**src/rtl/button_event_tx_pkg.sv**
```systemverilog
// rtl/button_event_tx_pkg.sv - shared chunk types, payload layout and FSM encoding for the button event transmitter
package button_event_tx_pkg;

  localparam logic [7:0] RX_VIRTUAL_BUTTONS_CHUNK_TYPE = 8'd3;
  localparam logic [7:0] TX_BUTTON_EVENT_CHUNK_TYPE    = 8'd4;

  localparam int BYTE_OFFSET_INDEX   = 0;
  localparam int BYTE_OFFSET_LEVEL   = 1;
  localparam int EVENT_PAYLOAD_BYTES = 2;

  typedef enum logic {
    ST_IDLE  = 1'b0,
    ST_OFFER = 1'b1
  } tx_state_t;

endpackage

```
**src/rtl/button_debouncer.sv**
```systemverilog
// rtl/button_debouncer.sv - 2-flop synchroniser plus debounce counter for one button
module button_debouncer #(
  parameter int DEBOUNCE_CYCLES = 16
) (
  input  logic clk,
  input  logic rst_n,
  input  logic raw,
  output logic stable,
  output logic toggle
);

  localparam int CW = $clog2(DEBOUNCE_CYCLES);

  logic          meta;
  logic          sync;
  logic [CW-1:0] cnt;

  // Combinational so the parent captures the event on the same edge the level flips.
  assign toggle = (sync != stable) && (cnt == CW'(DEBOUNCE_CYCLES - 1));

  always_ff @(posedge clk or negedge rst_n) begin
    if (!rst_n) begin
      meta   <= 1'b0;
      sync   <= 1'b0;
      stable <= 1'b0;
      cnt    <= '0;
    end else begin
      meta <= raw;
      sync <= meta;
      if (sync == stable) begin
        cnt <= '0;
      end else if (toggle) begin
        cnt    <= '0;
        stable <= ~stable;
      end else begin
        cnt <= cnt + 1'b1;
      end
    end
  end

endmodule

```
**src/rtl/button_event_tx.sv**
```systemverilog
// rtl/button_event_tx.sv - debounced button edges turned into 2-byte TX chunks with round-robin arbitration
module button_event_tx
  import button_event_tx_pkg::*;
#(
  parameter int INTERFACE_TX_CHUNK_TYPE      = int'(TX_BUTTON_EVENT_CHUNK_TYPE),
  parameter int TX_CONTENT_BUFFER_BYTE_SIZE  = 3,
  parameter int TX_CONTENT_BUFFER_INDEX_SIZE = 32,
  parameter int NUM_BUTTONS                  = 4,
  parameter int DEBOUNCE_CYCLES              = 16
) (
  input  logic                                     CLK,
  input  logic                                     RST_N,
  input  logic [NUM_BUTTONS-1:0]                   buttons,
  output logic [7:0]                               tx_chunk_type,
  output logic [TX_CONTENT_BUFFER_BYTE_SIZE*8-1:0] tx_chunk_bytes,
  output logic [TX_CONTENT_BUFFER_INDEX_SIZE-1:0]  tx_chunk_byte_size,
  output logic                                     tx_is_chunk_ready,
  input  logic                                     tx_chunk_taken,
  output logic [7:0]                               dropped_events
);

  localparam int SEL_W = (NUM_BUTTONS > 1) ? $clog2(NUM_BUTTONS) : 1;
  localparam int PW    = TX_CONTENT_BUFFER_BYTE_SIZE * 8;

  logic [NUM_BUTTONS-1:0] stable;
  logic [NUM_BUTTONS-1:0] flip;
  logic [NUM_BUTTONS-1:0] pending;
  logic [NUM_BUTTONS-1:0] pending_n;
  logic [NUM_BUTTONS-1:0] ev_level;
  logic [NUM_BUTTONS-1:0] ev_level_n;
  logic [SEL_W-1:0]       rr_ptr;
  logic [SEL_W-1:0]       sel;
  logic [SEL_W:0]         idx;
  logic                   any;
  logic                   load;
  logic [9:0]             drop_sum;
  logic [9:0]             drop_total;
  logic [7:0]             dropped_n;
  logic [PW-1:0]          payload_n;
  tx_state_t              state;
  tx_state_t              state_n;

  assign tx_chunk_type = 8'(INTERFACE_TX_CHUNK_TYPE);

  for (genvar i = 0; i < NUM_BUTTONS; i++) begin : g_btn
    button_debouncer #(
      .DEBOUNCE_CYCLES(DEBOUNCE_CYCLES)
    ) u_deb (
      .clk   (CLK),
      .rst_n (RST_N),
      .raw   (buttons[i]),
      .stable(stable[i]),
      .toggle(flip[i])
    );
  end

  // Scan downwards so the last hit is the nearest pending index at or after rr_ptr.
  always_comb begin
    any = 1'b0;
    sel = '0;
    idx = '0;
    for (int k = NUM_BUTTONS - 1; k >= 0; k--) begin
      idx = {1'b0, rr_ptr} + (SEL_W + 1)'(k);
      if (idx >= (SEL_W + 1)'(NUM_BUTTONS)) idx = idx - (SEL_W + 1)'(NUM_BUTTONS);
      if (pending[idx[SEL_W-1:0]]) begin
        any = 1'b1;
        sel = idx[SEL_W-1:0];
      end
    end
  end

  assign load = (state == ST_IDLE) && any;

  // A new flip overrides the arbiter's clear; it is a drop only if the old event was not just taken.
  always_comb begin
    pending_n  = pending;
    ev_level_n = ev_level;
    drop_sum   = '0;
    if (load) pending_n[sel] = 1'b0;
    for (int i = 0; i < NUM_BUTTONS; i++) begin
      if (flip[i]) begin
        if (pending[i] && !(load && sel == SEL_W'(i))) drop_sum = drop_sum + 10'd1;
        pending_n[i]  = 1'b1;
        ev_level_n[i] = ~stable[i];
      end
    end
    drop_total = {2'b00, dropped_events} + drop_sum;
    dropped_n  = (drop_total > 10'd255) ? 8'hFF : drop_total[7:0];
  end

  always_comb begin
    payload_n = '0;
    payload_n[BYTE_OFFSET_INDEX*8 +: 8] = 8'(sel);
    payload_n[BYTE_OFFSET_LEVEL*8 +: 8] = {7'd0, ev_level[sel]};
  end

  always_ff @(posedge CLK or negedge RST_N) begin
    if (!RST_N) begin
      state <= ST_IDLE;
    end else begin
      state <= state_n;
    end
  end

  always_comb begin
    state_n = state;
    case (state)
      ST_IDLE:  if (any) state_n = ST_OFFER;
      ST_OFFER: if (tx_chunk_taken) state_n = ST_IDLE;
      default:  state_n = ST_IDLE;
    endcase
  end

  always_comb begin
    tx_is_chunk_ready = (state == ST_OFFER);
  end

  always_ff @(posedge CLK or negedge RST_N) begin
    if (!RST_N) begin
      pending            <= '0;
      ev_level           <= '0;
      rr_ptr             <= '0;
      dropped_events     <= '0;
      tx_chunk_bytes     <= '0;
      tx_chunk_byte_size <= '0;
    end else begin
      pending        <= pending_n;
      ev_level       <= ev_level_n;
      dropped_events <= dropped_n;
      if (load) begin
        tx_chunk_bytes     <= payload_n;
        tx_chunk_byte_size <= TX_CONTENT_BUFFER_INDEX_SIZE'(EVENT_PAYLOAD_BYTES);
        rr_ptr             <= (sel == SEL_W'(NUM_BUTTONS - 1)) ? '0 : sel + 1'b1;
      end
    end
  end

endmodule

```
**config.mk**
```make
export PLATFORM = sky130hd
export DESIGN_NAME = button_event_tx
export DESIGN_NICKNAME = d
export VERILOG_FILES = /design/src/rtl/button_event_tx_pkg.sv /design/src/rtl/button_debouncer.sv /design/src/rtl/button_event_tx.sv
export SDC_FILE = /design/constraint.sdc
export NUM_CORES = 1
export LEC_CHECK = 0
export ABC_CLOCK_PERIOD_IN_PS = 4600
export BUFFER_PORTS_ARGS = -buffer_cell sky130_fd_sc_hd__buf_4
export CORE_MARGIN = 2
export CORE_UTILIZATION = 47
export DETAILED_ROUTE_END_ITERATION = 8
export PLACE_DENSITY = 0.76
export SLEW_MARGIN = 20
export SYNTH_ARGS = -nofsm -noshare
export SYNTH_HDL_FRONTEND = slang
export SYNTH_SLANG_ARGS = --single-unit
```
**constraint.sdc**
```tcl
create_clock -name CLK -period 4.6 [get_ports CLK]
set_input_delay 0.23 -clock CLK [delete_from_list [all_inputs] [get_ports CLK]]
set_output_delay 0.23 -clock CLK [all_outputs]
set_load 0.05 [all_outputs]
```
* After elaboration in Yosys (flattened, before gate mapping)
Cells that the tools add are included. W data, S select, Z words.
Storage, ports and cells: word-level logic and storage cells 159, output and inout bits 73, bits of input ports 7, register bits after elaboration 51
Operators by class: bitwise gates (word level) 11, add/subtract/negate cells 16, reductions and logical operators 27, mux-type cells 50, $lt $le $gt $ge 11, equality and inequality tests 15
Operators by type and width (count):
- $mux W10 | 6
- $mux W4 | 9
- $add A10 B1 Y10 const B | 3
- $mux W1 | 18
- $mux W2 | 9
- $add A4 B1 Y4 const B | 4
- $eq A4 B4 Y1 const B | 4
- $lt A2 B3 Y1 const B | 5
- $logic_and A1 B1 Y1 | 14
- $add A8 B10 Y10 | 1
- $bmux W1 S2 | 5
- $gt A10 B8 Y1 const B | 1
- $ge A3 B3 Y1 const B | 3
- $not A1 Y1 | 9
- $mux W8 | 1
- $reduce_and A2 Y1 | 4
- $reduce_bool A2 Y1 | 4
- $sub A2 B1 Y2 const B | 4
- $add A2 B2 Y3 const B | 2
- $and A4 B4 Y4 | 1
- $eq A1 B1 Y1 | 4
- $eq A2 B2 Y1 const B | 2
- $logic_not A1 Y1 | 4
- $ne A1 B1 Y1 | 4
- other kinds (9) | 9

* Depth between registers and ports, before layout
Gate-level depths: netlist (run 1).
depth in word-level cells 27, mapped depth 20, gate-level depth less buffers 20

* By module
From an unflattened synthesis (run 1), not the netlist that was laid out.
Unflattened totals: cell total of the unflattened synthesis 287, area total of the unflattened synthesis 2966.6 um^2
By module, submodules not included:
- button_event_tx | cells each 205, area an instance 1840.5 um^2, sequential area each 575.6 um^2, times used 1
- button_debouncer (g_btn[1].u_deb ...) | cells each 21, area an instance 284.0 um^2, sequential area each 175.2 um^2, times used 3
- button_debouncer (g_btn[0].u_deb) | cells each 19, area an instance 274.0 um^2, sequential area each 175.2 um^2, times used 1

* Worst setup path before layout (run 1)
OpenSTA, ideal clock, no wires.
kind flip-flop to flip-flop, start reg rr_ptr[1], end reg dropped_events[5], setup slack -0.031 ns, data required time 4.475 ns, buffers on the path 0, arrival 4.506 ns, period minus slack after synthesis 4.631 ns, stages on the path, launching flop included 20, library setup time 0.125 ns, cell sequence dfrtp_1 -> mux2_1 -> nand2_1 -> and3_1 -> inv_2 -> ha_1 -> nor2b_1 -> nor4_2 -> ha_1 -> mux2_2 -> ha_1 -> mux2_4 -> ha_1 -> mux2_2 -> ha_1 -> a21o_1 -> a21oi_1 -> nor2b_1 -> o21ai_1 -> mux2_2
On the way: cells in the longest elaborated chain, start to end 27, elaborated cells between the ends (all ways) 62, classes of those cells 11 x add/sub; 5 x order compare; 3 x eq/ne; 29 x mux; 14 x reduce/logical
RTL lines:
- start, declared | line button_event_tx.sv:31 | logic [SEL_W-1:0] rr_ptr;
- start signal, assigned | line button_event_tx.sv:133 | rr_ptr <= (sel == SEL_W'(NUM_BUTTONS - 1)) ? '0 : sel + 1'b1;
- $add A2 B2 Y3 | line button_event_tx.sv:63 | idx = {1'b0, rr_ptr} + (SEL_W + 1)'(k);
- $ge A3 B3 Y1 / $sub A2 B1 Y2 (equally long branches) | line button_event_tx.sv:64 | if (idx >= (SEL_W + 1)'(NUM_BUTTONS)) idx = idx - (SEL_W + 1)'(NUM_BUTTONS);
- $mux W2 | line button_event_tx.sv:64
- $bmux W1 S2 | line button_event_tx.sv:65 | if (pending[idx[SEL_W-1:0]]) begin
- $mux W1 (not written as such) | line button_event_tx.sv:65
- $mux W2 (3 in series) | line button_event_tx.sv:65
- $mux W2 * | line button_event_tx.sv:65
- net payload_n[0] | line button_event_tx.sv:39 | logic [PW-1:0] payload_n;
- [11 not listed]
- $mux W10 | line button_event_tx.sv:81 | if (flip[i]) begin
- $add A10 B1 Y10 | line button_event_tx.sv:82 | if (pending[i] && !(load && sel == SEL_W'(i))) drop_sum = drop_sum + 10'd1;
- $mux W10 | line button_event_tx.sv:82
- $mux W10 * | line button_event_tx.sv:81
- $add A8 B10 Y10 * | line button_event_tx.sv:87 | drop_total = {2'b00, dropped_events} + drop_sum;
- $gt A10 B8 Y1 | line button_event_tx.sv:88 | dropped_n = (drop_total > 10'd255) ? 8'hFF : drop_total[7:0];
- $mux W8 * | line button_event_tx.sv:88
- net dropped_n[5] | line button_event_tx.sv:38 | logic [7:0] dropped_n;
- end signal, assigned | line button_event_tx.sv:129 | dropped_events <= dropped_n;
- end, declared | line button_event_tx.sv:19 | output logic [7:0] dropped_events
Mark *: on every way through the listed nets, which the timed path passes. The rest lies on a longest branch. The select of a mux whose other input is x is not followed. A chain may end at the register's enable or synchronous reset.

* Worst setup path after layout (run 1)
start reg rr_ptr[1], end reg dropped_events[2]
The elaborated chain is that of the path after synthesis.

==> impl_metrics.env, run 1 <==
export IMPL_synth_seq_area_share_pct=42.8
export IMPL_tightest_slew_ns=0.587
export IMPL_timing_final_crit_share_pct=97.1
export IMPL_cp_top_family="adder cells"
export IMPL_gr_total_overflow=0
export IMPL_cts_tree="yes"
export IMPL_synth_edff_count=0
export IMPL_p_leak_uw=0.00159
export IMPL_drt_iter0_drc=64
export IMPL_clock_skew_ns=0.00449
export IMPL_max_freq_mhz=224
export IMPL_numCtsBuffers=5
export IMPL_cp_slowest_cell="dfrtp_1"
export IMPL_core_mm2=0.00557
export IMPL_clockBufferDepth=2
export IMPL_initial_core_util_pct=49.2
export IMPL_fin_cells=375
export IMPL_clockPowerShare_pct=37.2
export IMPL_die_w_um=80.4
export IMPL_path_cells="mux2_4 > nand2_2 > and3_4 > inv_2 > ha_1 > nor2b_2 > nor4_2 > ha_1 > mux2_4 > ha_4 > mux2_4 > ha_4 > mux2i_1 > fa_2 > nor2b_4 > o21ai_2 > buf_4 > a211o_1 > buf_4 > o21ai_0"
export IMPL_swShare_pct=29.3
export IMPL_cts_max_level=2
export IMPL_insertion_delay_ns=0.30
export IMPL_setup_viol_count_final=0
export IMPL_dp_hpwl_um=3120
export IMPL_io_pins=80
export IMPL_drive_above_1_share_pct=21.8
export IMPL_hold_viol=0
export IMPL_first_global_vias=1596
export IMPL_nets=325
export IMPL_drv_cap=0
export IMPL_status="complete, no violations"
export IMPL_hp_class="primary input to flip-flop"
export IMPL_post_dp_cell_area_mm2=0.00280
export IMPL_required_ns=4.82
export IMPL_syn_to_final_growth_pct=11.5
export IMPL_fin_area_mm2=0.00306
export IMPL_drcViolationCount=0
export IMPL_ant_nets=0
export IMPL_dominantRegCellSynth="dfrtp_1"
export IMPL_relSlewSlack_pct=60.9
export IMPL_p_sw_uw=275
export IMPL_dr_pass1_iters=4
export IMPL_syn_avg_cell_area_um2=10.4
export IMPL_fin_crit_ns=4.47
export IMPL_final_max_slew_viol_count=0
export IMPL_routedWlPerCell_um=11.9
export IMPL_place_gp_congestion=0.820
export IMPL_p_int_uw=663
export IMPL_synth_area_mm2=0.00275
export IMPL_synthDistinctLibCells=46
export IMPL_grt_util_all_layers_pct=14.5
export IMPL_drt_wl_total_um=4480
export IMPL_vias=1726
export IMPL_nFillCells=504
export IMPL_critPathMaxFanout=5
export IMPL_clockRootBuffer="clkbuf_8"
export IMPL_clk_pin_slew_ns=0.08
export IMPL_pre_cts_slack_ns=-0.0447
export IMPL_core_rowCount=27
export IMPL_critical_path_max_stage_delay_ns=0.41
export IMPL_die_y_um=80.4
export IMPL_critPathBufInv=3
export IMPL_path_class="flip-flop to flip-flop"
export IMPL_ys_warn_count=0
export IMPL_syn_inst=265
export IMPL_antenna_found_initial=0
export IMPL_vias_per_cell=4.60
export IMPL_clock_sinks=47
export IMPL_arrival_ns=4.68
export IMPL_synth_seq_cells=47
export IMPL_grt_first_pass_wirelength_um=7230
export IMPL_numPortBuffers=19
export IMPL_p_comb_share_pct=16.1
export IMPL_place_inst=360
export IMPL_ys_async_sr_fraction_pct=100
export IMPL_grt_max_degree=48
export IMPL_p_total_uw=938
export IMPL_die_area_mm2=0.00647
export IMPL_crit_top_cell="mux2_4"
export IMPL_finalWorstSetupSlack_ns=0.132
export IMPL_final_util_pct=54.9
export IMPL_p_per_area_mw_per_mm2=307
export IMPL_p_seq_share_pct=46.7
export IMPL_max_vdd_ir_drop_uv=148
export IMPL_cp_end_kind="flip-flop"
export IMPL_num_antenna_cells=0
export IMPL_worstSetupStartpointType="flip-flop"
==> sequential cells by signal, summed over array words and instances, names as in the netlist, 2 cells and up <==
name,flops
g_btn.u_deb.cnt,16
dropped_events,8
ev_level,4
g_btn.u_deb.meta,4
g_btn.u_deb.sync,4
pending,4
tx_chunk_bytes,3
rr_ptr,2
==> cells in the mapped netlist (6+ instances only) <==
master   number  area, um^2
buf_4        60         450
dfrtp_1      47        1180
nand2_1      17        63.8
ha_1         15         188
inv_1        13        48.8
nor2_1       11        41.3
a21oi_1      10        50.1
nor2b_1       8        50.1
mux2_2        7        78.8
xnor2_1       7        61.3
o21ai_0       6        30.0
==> per-layer routing <==
layer	routed length, um	share of wire (%)	vias to the layer above	GRT usage (%)
li1	-	-	837	-
met3	254	5.7	7	3.48
met1	1900	42	823	18.6
met4	63	1.4	0	4.07
met2	2260	50	59	24.4
met5	0	0	-	0
==> power by group through the flow <==
stage	Sequential, uW	Combinational [uW]	Clock, uW
2_1_floorplan	449	167	0
3_3_place_gp	446	149	0
3_5_place_dp	446	150	0
4_1_cts	438	151	365
5_1_grt	441	161	384
6_report	438	151	349
==> stage by stage <==
stage          hold WS, ns  TNS [ns]
6_report            0.0349         0
5_1_grt            0.00817    -0.184
4_1_cts             0.0220         0
3_5_place_dp         0.283   -0.0875
3_3_place_gp         0.276         0
2_1_floorplan      -0.0656         0
==> logic make-up (layout without fill, tap and decap cells) <==
group	count (synthesis)	in the layout	synth area share, %
flip-flops	47	47	42.8
buffers and inverters	75	55	18.5
adder cells (fa/ha/maj)	16	16	7.57
XOR/XNOR	13	13	4.97
other	2	60	0.274
multiplexers	14	14	5.70
AND/OR/NAND/NOR	65	65	13.0
AO/OA/AOI/OAI	33	33	7.20
==> final timing paths <==
check / startpoint / endpoint / slack, ns / depth (start not counted)
max in group asynchronous: RST_N / g_btn[3].u_deb.cnt[0] / 3.73 / 2
max: rr_ptr[1] / dropped_events[2] / 0.13 / 20
min reg2reg: g_btn[0].u_deb.meta / g_btn[0].u_deb.sync / 0.35 / 0
min in group asynchronous: RST_N / g_btn[1].u_deb.meta / 0.48 / 2
max reg2reg: rr_ptr[1] / dropped_events[2] / 0.13 / 20
min: buttons[0] / g_btn[0].u_deb.meta / 0.03 / 1
==> repair_timing <==
| item | CTS | global route |
|---|---|---|
| hold endpoints to repair | 47 | 0 |
| gates resized for setup | 2 | 13 |
| hold buffers | 1 | 0 |
| endpoints found under the setup margin | 2 | 8 |
| pin swaps | 4 | 9 |
| buffers inserted | 3 | 3 |
==> cells in the final DEF (no fill, tap or decap), drive strengths merged, types with 2 or more instances in the layout <==
cell,n
conb,60
nand2,17
xnor2,10
or2,3
inv,14
dfrtp,47
nor4,2
and3,4
o22ai,2
a21oi,10
buf,32
bufinv,2
nor3,4
ha,15
nand2b,5
mux2i,4
o21ai,10
nor2b,8
clkbuf,6
and2,2
nor2,11
a21o,3
nand4b,3
mux2,10
nand3,3
xor2,3
==> area by class of cell <==
type,count,area (um^2),area share [%]
clock buffers,6,72.6,2.37
multi-input cells,201,1360,44.3
well taps,72,90.1,2.94
inverters,14,52.6,1.72
repair buffers,33,254,8.30
clock inverters,2,60.1,1.96
flip-flops and latches,47,1180,38.4
(Power assumes the default switching activity.)
==> run 2, diff against run 1 <==
--- a/config.mk
+++ b/config.mk
@@ -10,7 +10,7 @@
 export CORE_MARGIN = 2
 export CORE_UTILIZATION = 47
 export DETAILED_ROUTE_END_ITERATION = 8
-export PLACE_DENSITY = 0.76
+export PLACE_DENSITY_LB_ADDON = 0.08
 export SLEW_MARGIN = 20
 export SYNTH_ARGS = -nofsm -noshare
 export SYNTH_HDL_FRONTEND = slang
==> constraint.sdc (replaced) <==
create_clock -name CLK -period 4.6 [get_ports CLK]
set_input_delay 0.92 -clock CLK [delete_from_list [all_inputs] [get_ports CLK]]
set_output_delay 0.92 -clock CLK [all_outputs]
set_load 0.05 [all_outputs]
==> run 2 against run 1 <==
Against the previous run: setup slack improved by 0.038 ns; non-clock buffer count decreased by 1; highest routed layer unchanged; final cell count decreased by 0.27%; register-to-register slack improved by 0.04 ns; cell area decreased by 2.5%.
==> impl_metrics.env, run 2 (synthesized netlist as in run 1, its figures left out) <==
export IMPL_cts_tree="yes"
export IMPL_insertion_delay_ns=0.29
export IMPL_initial_core_util_pct=49.2
export IMPL_setup_tns_final_ns=0
export IMPL_hold_buffers=0
export IMPL_cts_max_level=2
export IMPL_core_rowCount=27
export IMPL_tightest_slew_ns=0.581
export IMPL_regArea_mm2=0.00118
export IMPL_layout_common_cells="conb_1 (60), dfrtp_1 (47), buf_4 (32)"
export IMPL_r2r_setup_slack_ns=0.17
export IMPL_hold_path_end="g_btn[1].u_deb.sync"
export IMPL_p_per_area_mw_per_mm2=277
export IMPL_first_global_vias=1525
export IMPL_numPortBuffers=19
export IMPL_path_class="flip-flop to flip-flop"
export IMPL_final_max_slew_viol_count=0
export IMPL_clock_skew_ns=0.00465
export IMPL_fin_crit_ns=4.43
export IMPL_largest_register="g_btn.u_deb.cnt"
export IMPL_fin_cells=374
export IMPL_place_inst=361
export IMPL_ant_nets=0
export IMPL_clock_sinks=47
export IMPL_drt_iter0_drc=72
export IMPL_nFillCells=517
export IMPL_max_vdd_ir_drop_uv=158
export IMPL_arrival_ns=4.61
export IMPL_io_pins=80
export IMPL_required_ns=4.78
export IMPL_max_freq_mhz=226
export IMPL_p_leak_uw=0.00157
export IMPL_gr_total_overflow=0
export IMPL_core_mm2=0.00557
export IMPL_vias_per_cell=4.51
export IMPL_grt_max_degree=48
export IMPL_nets=324
export IMPL_reg2regPathDepth=19
export IMPL_antenna_found_initial=0
export IMPL_final_common_cell="conb_1"
export IMPL_drt_wl_total_um=4110
export IMPL_clockRootBuffer="clkbuf_8"
export IMPL_die_area_mm2=0.00647
export IMPL_worstSetupStartpointType="flip-flop"
export IMPL_setup_viol_count_final=0
export IMPL_critPathMaxFanout=3
export IMPL_clk_pin_slew_ns=0.08
export IMPL_grt_first_pass_wirelength_um=6780
export IMPL_timing_final_crit_share_pct=96.3
export IMPL_drv_cap=0
export IMPL_clockBufferDepth=2
export IMPL_dp_hpwl_um=3030
export IMPL_largest_reg_flops=16
export IMPL_whs_ns=0.354
export IMPL_vias=1688
export IMPL_drcViolationCount=0
export IMPL_routedWlPerCell_um=11.0
export IMPL_place_gp_congestion=0.819
export IMPL_hp_class="flip-flop to flip-flop"
export IMPL_die_w_um=80.4
export IMPL_final_util_pct=53.6
export IMPL_hold_viol=0
export IMPL_status="complete, no violations"
export IMPL_grt_util_all_layers_pct=13.6
export IMPL_hp_start="g_btn[1].u_deb.meta"
export IMPL_drive_above_1_share_pct=21.2
export IMPL_die_y_um=80.4
export IMPL_p_total_uw=826
export IMPL_dr_pass1_iters=4
export IMPL_relSlewSlack_pct=61.2
export IMPL_numCtsBuffers=5
export IMPL_multi_input_comb_area_mm2=0.00135
export IMPL_r2r_start="rr_ptr[1]"
export IMPL_num_antenna_cells=0
export IMPL_syn_to_final_growth_pct=8.80
export IMPL_reg_top3="g_btn.u_deb.cnt: 16 flops, dropped_events: 8 flops"
export IMPL_cp_end_kind="flip-flop"
export IMPL_hold_depth=0
export IMPL_reg2reg_to="dropped_events[5]"
## run 2: cell count changes in the layout (fill, tap and decap cells not counted), sizes merged
cell,before,now
bufinv,2,0
clkbuf,6,7
clkinv,0,1
dlygate4sd3,1,0
## run 2: how the worst max path moves through the flow
| stage | to | slack (ns) | startpoint | cells past startpoint |
|---|---|---|---|---|
| 2_1_floorplan | dropped_events[5] | 0.009 | rr_ptr[1] | 19 |
| 5_1_grt | dropped_events[5] | -0.05 | rr_ptr[1] | 19 |
| 4_1_cts | dropped_events[5] | 0.005 | rr_ptr[1] | 19 |
| 6_report | dropped_events[5] | 0.17 | rr_ptr[1] | 19 |
| 3_3_place_gp | dropped_events[5] | 0.01 | rr_ptr[1] | 19 |
| 3_5_place_dp | dropped_events[5] | -0.04 | rr_ptr[1] | 19 |
## run 2: cell type report
class | instances | area share, %
Clock buffer | 7 | 2.56
Clock inverter | 1 | 0.168
Inverter | 14 | 1.76
Multi-Input combinational cell | 201 | 45.1
Sequential cell | 47 | 39.4
Tap cell | 72 | 3.02
Timing Repair Buffer | 32 | 8.04
## run 2: routing by layer
| metal | global-route usage [%] | routed length [um] | part of all wire, % | vias to the layer above |
|---|---|---|---|---|
| li1 | - | - | - | 836 |
| met1 | 18.8 | 1900 | 46 | 791 |
| met2 | 21.3 | 1960 | 48 | 59 |
| met3 | 3.03 | 227 | 5.5 | 2 |
| met4 | 4.24 | 15 | 0.37 | 0 |
| met5 | 0 | 0 | 0 | - |
## run 2: worst max-delay path, stage by stage (launching register included)
cell	delay [ns]
dfrtp_1	0.40
mux2_1	0.31
nand2_1	0.08
and3_4	0.18
inv_2	0.04
ha_1	0.17
nor2b_2	0.16
nor4_2	0.33
ha_1	0.28
mux2_4	0.28
ha_4	0.22
mux2_4	0.29
ha_4	0.22
mux2_2	0.26
ha_1	0.26
a21o_1	0.16
a21oi_2	0.14
nor2b_1	0.07
o21ai_1	0.17
mux2_4	0.31
## run 2: timing repair
| action | 4_1_cts | 5_1_grt |
|---|---|---|
| setup buffers | 1 | 4 |
| pin swaps | 0 | 10 |
| resized for setup | 0 | 12 |
| endpoints found under the setup margin | 1 | 8 |
## run 2: report_power, final
group / total, uW / switching (uW) / internal, uW
logic: 150 / 131 / 18.5
registers: 438 / 11.4 / 427
clock network: 238 / 131 / 107
## run 2: per-stage QoR
step,area [um^2],worst slack [ns]
after floorplan,2970,0.00862
after global placement,2810,0.0143
after detailed placement,2810,-0.0399
after CTS,2900,0.00507
after global routing,2990,-0.0465
final,2990,0.170
